File: config.mk
export PLATFORM = sky130hd
export DESIGN_NAME = crc8_rx_check
export DESIGN_NICKNAME = d
export VERILOG_FILES = /design/src/rtl/crc8_rx_check.sv
export SDC_FILE = /design/constraint.sdc
export NUM_CORES = 1
export LEC_CHECK = 0
export CORE_ASPECT_RATIO = 0.7
export CORE_MARGIN = 4
export CORE_UTILIZATION = 48
export DETAILED_ROUTE_END_ITERATION = 10
export PLACE_DENSITY_LB_ADDON = 0.1
export SLEW_MARGIN = 30
export SYNTH_ARGS = -nofsm -noshare
export SYNTH_HDL_FRONTEND = slang
export SYNTH_SLANG_ARGS = --single-unit
File: constraint.sdc
create_clock -name clk -period 3.2 [get_ports clk]
set_input_delay 0.32 -clock clk [delete_from_list [all_inputs] [get_ports clk]]
set_output_delay 0.32 -clock clk [all_outputs]
set_load 0.01 [all_outputs]
File: src/rtl/crc8_rx_check.sv
// Receive-side CRC8 checker for packet ingress.
// Recomputes CRC8 (poly 0xCF, init 0xFF, MSB-first) over each packet including
// its trailing CRC byte and forwards the payload with the CRC byte removed.
// One payload byte is always held back so that the byte preceding the CRC byte
// can be tagged as end-of-packet. CRC and length status are flagged on that
// last forwarded beat, and a saturating counter tracks errored and dropped packets.
module crc8_rx_check #(
    parameter int MAX_LEN = 64,
    parameter int CNT_W   = 16
) (
    input  logic             clk,
    input  logic             rst,
    input  logic             in_valid,
    output logic             in_ready,
    input  logic [7:0]       in_data,
    input  logic             in_sop,
    input  logic             in_eop,
    output logic             out_valid,
    input  logic             out_ready,
    output logic [7:0]       out_data,
    output logic             out_sop,
    output logic             out_eop,
    output logic             out_crc_err,
    output logic             out_len_err,
    output logic [CNT_W-1:0] err_cnt
);

    // The length counter stops at MAX_LEN+1; one more increment must still fit
    // so that "len+1 > MAX_LEN" can be evaluated without overflow.
    localparam int                LEN_W   = $clog2(MAX_LEN + 3);
    localparam logic [LEN_W-1:0]  LEN_MAX = LEN_W'(MAX_LEN);
    localparam logic [LEN_W-1:0]  LEN_SAT = LEN_W'(MAX_LEN + 1);
    // Contribution of each bit of t = crc ^ data, with t0 in the lowest byte.
    localparam logic [63:0]       CRC_COLS = {8'h3B, 8'hFA, 8'h7D, 8'hD9,
                                              8'h8B, 8'hA2, 8'h51, 8'hCF};

    typedef enum logic [0:0] {
        ST_IDLE = 1'b0,
        ST_HOLD = 1'b1
    } state_t;

    // One-byte CRC8 update: the XOR of the column constants of the set bits of crc ^ data.
    function automatic logic [7:0] crc8_update(input logic [7:0] crc, input logic [7:0] data);
        logic [7:0] t;
        logic [7:0] res;
        t   = crc ^ data;
        res = 8'h00;
        for (int i = 0; i < 8; i++) begin
            if (t[i]) begin
                res = res ^ CRC_COLS[8*i +: 8];
            end else begin
                res = res;
            end
        end
        return res;
    endfunction

    state_t             state_r, state_n_s;
    logic [7:0]         crc_r, crc_n_s, crc_seed_s, crc_next_s;
    logic [LEN_W-1:0]   len_r, len_n_s, len_inc_s;
    logic [7:0]         hold_r;
    logic               hold_first_r;
    logic               out_valid_r, out_sop_r, out_eop_r, out_crc_err_r, out_len_err_r;
    logic [7:0]         out_data_r;
    logic [CNT_W-1:0]   err_cnt_r, err_cnt_n_s;
    logic [CNT_W:0]     cnt_sum_s;
    logic [1:0]         err_inc_s;
    logic               in_ready_s, acc_s;
    logic               emit_s, emit_sop_s, emit_eop_s, emit_crc_err_s, emit_len_err_s;
    logic               runt_s, load_s, load_first_s;

    assign in_ready_s  = !out_valid_r || out_ready;
    assign in_ready    = in_ready_s;
    assign out_valid   = out_valid_r;
    assign out_data    = out_data_r;
    assign out_sop     = out_sop_r;
    assign out_eop     = out_eop_r;
    assign out_crc_err = out_crc_err_r;
    assign out_len_err = out_len_err_r;
    assign err_cnt     = err_cnt_r;

    // Next-state decode: what to emit, what to hold, and how CRC/length evolve for an accepted beat.
    always_comb begin
        acc_s          = in_valid && in_ready_s;
        crc_seed_s     = in_sop ? 8'hFF : crc_r;
        crc_next_s     = crc8_update(crc_seed_s, in_data);
        len_inc_s      = (len_r >= LEN_SAT) ? LEN_SAT : (len_r + LEN_W'(1));
        state_n_s      = state_r;
        crc_n_s        = crc_r;
        len_n_s        = len_r;
        emit_s         = 1'b0;
        emit_sop_s     = 1'b0;
        emit_eop_s     = 1'b0;
        emit_crc_err_s = 1'b0;
        emit_len_err_s = 1'b0;
        runt_s         = 1'b0;
        load_s         = 1'b0;
        load_first_s   = 1'b0;
        if (acc_s) begin
            case (state_r)
                ST_IDLE: begin
                    if (in_sop && in_eop) begin
                        runt_s = 1'b1;
                    end else if (in_sop) begin
                        load_s       = 1'b1;
                        load_first_s = 1'b1;
                        len_n_s      = LEN_W'(1);
                        crc_n_s      = crc_next_s;
                        state_n_s    = ST_HOLD;
                    end else begin
                        state_n_s = ST_IDLE;
                    end
                end
                ST_HOLD: begin
                    emit_s     = 1'b1;
                    emit_sop_s = hold_first_r;
                    if (in_sop) begin
                        // Previous packet ended without its CRC byte.
                        emit_eop_s     = 1'b1;
                        emit_crc_err_s = 1'b1;
                        if (in_eop) begin
                            runt_s    = 1'b1;
                            len_n_s   = LEN_W'(0);
                            crc_n_s   = 8'hFF;
                            state_n_s = ST_IDLE;
                        end else begin
                            load_s       = 1'b1;
                            load_first_s = 1'b1;
                            len_n_s      = LEN_W'(1);
                            crc_n_s      = crc_next_s;
                        end
                    end else if (in_eop) begin
                        emit_eop_s     = 1'b1;
                        emit_crc_err_s = (crc_next_s != 8'h00);
                        emit_len_err_s = (len_inc_s > LEN_MAX);
                        len_n_s        = LEN_W'(0);
                        crc_n_s        = 8'hFF;
                        state_n_s      = ST_IDLE;
                    end else begin
                        load_s  = 1'b1;
                        len_n_s = len_inc_s;
                        crc_n_s = crc_next_s;
                    end
                end
                default: begin
                    state_n_s = ST_IDLE;
                end
            endcase
        end else begin
            state_n_s = state_r;
        end
        err_inc_s   = {1'b0, emit_s && emit_eop_s && (emit_crc_err_s || emit_len_err_s)}
                    + {1'b0, runt_s};
        cnt_sum_s   = {1'b0, err_cnt_r} + {{(CNT_W - 1){1'b0}}, err_inc_s};
        err_cnt_n_s = cnt_sum_s[CNT_W] ? {CNT_W{1'b1}} : cnt_sum_s[CNT_W-1:0];
    end

    // State, hold byte, CRC/length tracking, output register and error counter.
    always_ff @(posedge clk) begin
        if (rst) begin
            state_r       <= ST_IDLE;
            crc_r         <= 8'hFF;
            len_r         <= LEN_W'(0);
            hold_r        <= 8'h00;
            hold_first_r  <= 1'b0;
            out_valid_r   <= 1'b0;
            out_data_r    <= 8'h00;
            out_sop_r     <= 1'b0;
            out_eop_r     <= 1'b0;
            out_crc_err_r <= 1'b0;
            out_len_err_r <= 1'b0;
            err_cnt_r     <= {CNT_W{1'b0}};
        end else begin
            state_r   <= state_n_s;
            crc_r     <= crc_n_s;
            len_r     <= len_n_s;
            err_cnt_r <= err_cnt_n_s;
            if (load_s) begin
                hold_r       <= in_data;
                hold_first_r <= load_first_s;
            end
            if (emit_s) begin
                out_valid_r   <= 1'b1;
                out_data_r    <= hold_r;
                out_sop_r     <= emit_sop_s;
                out_eop_r     <= emit_eop_s;
                out_crc_err_r <= emit_crc_err_s;
                out_len_err_r <= emit_len_err_s;
            end else if (out_ready) begin
                out_valid_r <= 1'b0;
            end
        end
    end

endmodule
==> summary.md <==
| Metric | Value |
|---|---|
| Outcome | finished clean |
| Crit Path Max Fanout | 6 |
| Leakage | 1.382 nW |
| FMAX | 324.5 MHz |
| Layout Utilization | 66.34% |
| Later-pin clock latency in the skew report | 0.31 ns |
| Cell area after layout | about 3500 um2 |
| Initial antenna violation count | 0 |
| Mux cell area share after synthesis | 3.417% |
| Simple-gate share of the synthesized area | a little over a fifth |
| Crit-path cells | clkdlybuf4s50_1, xnor2_1, buf_4, xnor2_4, and3_1, o221a_2, a311oi_2, fa_2, ha_1, and3_1, inv_1, or3_1, buf_4, a21oi_1 |
| Main combinational cell family by area after synthesis | simple AND/OR/NAND/NOR gates |
| Placed cell area | 3282 um2 |
| Compound-gate portion of the synthesized area | 13.05% |
| Least-Margin Pin Slew | 0.6757 ns |
| Buf+Inv Stages, Crit Path | 4 |
| CTS H-tree lvls | 2 |
| Clk slew on worst S/H paths | 0.10 ns |
| # setup viols final | 0 |
| Avg WL per Cell | 14.16 um |
| Fillers | between 400 and 500 |
| Hold_sp | rst |
| Syn_area_per_cell | 8.615 um2 |
| Die W | 96.58 um |
| Cell area power density | 413.5 nW/um2 |
| Final wirelength | 6.274 mm |
| RR Endpoint | err_cnt[7] |
| Via count | 2,286 |
| Via density | 5.160 |
| Slew Limit Headroom | roughly 55% |
| GR Util met1 | 30.46% |
| Final hold violation count | 0 |
| First-pass GRT wire length | 10.04 mm |
| Number of distinct library cells after synthesis | 43 |
| Post-synthesis net count | roughly 320 |
| # DRC | 0 |
| Setup Skew | 0.007597 ns |
| Largest stage delay, worst path | 0.44 ns |
| Worst Hold Depth | 2 |
| Nets | between 300 and 400 |
| Fin crit share | 96.29% |
| Pwr Total | 0.001450 W |
| Clock sinks | 54 |
| Die Y | 70.01 um |
| Delay-heaviest family, CP | buffers and inverters |
| Initial core utilization | approximately 50% |
| Vias in the first global route | 2,023 |
| Critical path class | in -> reg |
| Seq cells post-synth | 54 |
| GR Layer Usage met2 | around a quarter |
| CTS Buffer Depth | 2 |
| WP data arrival | 3.32 ns |
| Endpoint with the worst hold slack | len_r[0] |
| FF-to-FF path depth | 13 |
| Overflow after GRT | 0 |
| TNS Setup | 0 ns |
| HP Class | in -> reg |
| Io pins | 44 |
| Register area share after synthesis | 41.01% |
| Die ar. | 6761 um2 |
| PortBufs | 43 |
| # diodes | 0 |
| Largest net degree at the start of global routing | 39 |
| Detailed Place HPWL | 4.514 mm |
| Data required, critical path | 3.44 ns |
| TritonRoute pass-1 iters | 4 |
| Standard-cell row count | 22 |
| Crit start category | input pin |
| Most used routing layer | met1 |
| Critical R2R Launch | crc_r[0] |
| Post-Synth XOR/XNOR Area | about 14% |
| Worst vdd ir | approximately 0.00021 V |
| Layout cell share with drive strength beyond 1 | 15.90% |
| Setup crit end kind | flop |
| Met3 usage | 4.306% |
| Core ar. | 5285 um2 |
| Max Cap Viol | 0 |
| Adder-cell share of the synthesized area | 2.183% |
| GRT Util Overall | between 10% and 20% |
| Root Buffer | clkbuf_8 |
| Detailed Route Iter0 Violations | 193 |
| Final slew viol count | 0 |
| Synth Cell Area | about 2600 um2 |
| TritonCTS clock tree | yes |
| Slowest CP cell | clkdlybuf4s50_1 |
| Synth warnings | 0 |
| Placer Congestion | roughly 0.81 |
| Antenna Nets Post-Route | 0 |
| R2R Setup Slk | between 0.2 and 0.25 ns |
| Final Critical Period | about 3 ns |
| Area Overhead vs Synth | 32.99% |
| Synth Instances | 306 |
| TritonCTS buffer count | 5 |
==> Yosys cell counts, drive strengths merged <==
cell type	count	area, um2
o21ai	7	38.79
nor4bb	1	10.01
mux2i	9	90.09
dlygate4sd1	1	8.760
nand2	27	101.4
ha	3	37.54
xnor2	31	271.5
a21oi	40	200.2
nand3	12	65.06
o41ai	1	16.27
o21bai	1	7.510
or3b	3	26.28
nor2b	1	6.260
or4	1	7.510
and4b	1	10.01
o32ai	1	8.760
and2	1	6.260
a311oi	1	8.760
clkbuf	11	41.29
a211o	1	8.760
dfxtp	54	1081
or2	1	6.260
and2b	1	8.760
or3	4	25.02
fa	1	20.02
nor4b	2	17.52
o32a	3	30.03
nand2b	3	18.77
xor2	11	96.34
and3	12	76.33
a211oi	1	7.510
o221a	1	11.26
buf	5	52.55
nand3b	1	7.510
nor2	37	138.9
o22ai	1	6.260
inv	7	26.28
nor3	7	35.03
==> state kept, by name (all words and copies together), names as in the netlist <==
| name | cells |
|---|---|
| out_sop | 1 |
| out_eop | 1 |
| out_len_err | 1 |
| out_data | 8 |
| err_cnt | 16 |
| hold_first_r | 1 |
| len_r | 7 |
| crc_r | 8 |
| out_crc_err | 1 |
| hold_r | 8 |
| out_valid | 1 |
| state_r | 1 |
==> per-layer routing <==
| layer | up-vias | routed length (um) |
|---|---|---|
| li1 | 1165 | - |
| met1 | 1047 | 3196 |
| met2 | 69 | 2664 |
| met3 | 5 | 356 |
| met4 | 0 | 56 |
| met5 | - | 0 |
==> layout make-up <==
cell class	count	area (um2)	share of cell area, %
clock buffer	6	72.57	2.070
clock inverter	2	37.54	1.071
inverter	7	26.28	0.7495
multi-input combinational	228	1534	43.75
sequential	54	1082	30.87
tap	72	90.09	2.570
timing repair buffer	74	663.1	18.92
==> per-stage QoR <==
step / worst slack [ns] / hold slack, ns / std cells
final: 0.1187 / 0.3828 / 443
after global routing: -0.008050 / 0.3938 / 443
after CTS: 0.04906 / 0.3727 / 442
after detailed placement: -0.3359 / 0.4439 / 434
after global placement: -0.2433 / 0.4378 / 434
after floorplan: 0.02963 / 0.4284 / 306
==> worst max-delay path by stage <==
stage	slack [ns]	start	to	cells after the start
floorplan	0.03	in_sop	err_cnt[13]	14
global route	-0.008	in_data[0]	err_cnt[4]	14
CTS	0.05	in_sop	err_cnt[12]	14
detailed placement	-0.34	in_data[0]	err_cnt[7]	14
global placement	-0.24	in_sop	err_cnt[12]	14
finish	0.12	in_data[0]	err_cnt[7]	14
==> cells by family after synthesis <==
group | after synthesis
AOI/OAI and AO/OA | 58
DFF | 54
xor gates and xnor gates | 42
muxes | 9
and+or+nand+nor | 115
buffers and inverters | 24
adders and majority gates | 4
==> layout by cell type, fill, tap and decap left out, types with 2 or more instances in the layout <==
master / n
clkdlybuf4s50_1: 40
dlymetal6s2s_1: 2
xor2_1: 10
nand2b_1: 3
mux2i_1: 9
buf_4: 31
inv_1: 7
a21oi_1: 40
ha_1: 3
xnor2_4: 2
and3_1: 11
nand3_1: 11
xnor2_1: 25
o32a_1: 3
o21ai_0: 6
or3b_1: 3
or3_1: 4
nand2_1: 27
dfxtp_1: 53
xnor2_2: 4
nor2_1: 36
nor3_1: 7
clkbuf_8: 5
==> report_power, final <==
group          switching [W]  internal, W  total, W
logic               0.000137     0.000152  0.000288
registers          0.0000165     0.000690  0.000706
clock network       0.000222     0.000234  0.000455
total               0.000375      0.00107   0.00145
==> what timing repair did <==
action / CTS / global route
pin swaps: 0 / 7
setup buffers: 0 / 1
setup endpoints to repair: 1 / 16
gates resized for setup: 1 / 16
hold buffers: 0 / 0
cloned: 0 / 0
Power figures use the tool's default switching activity.
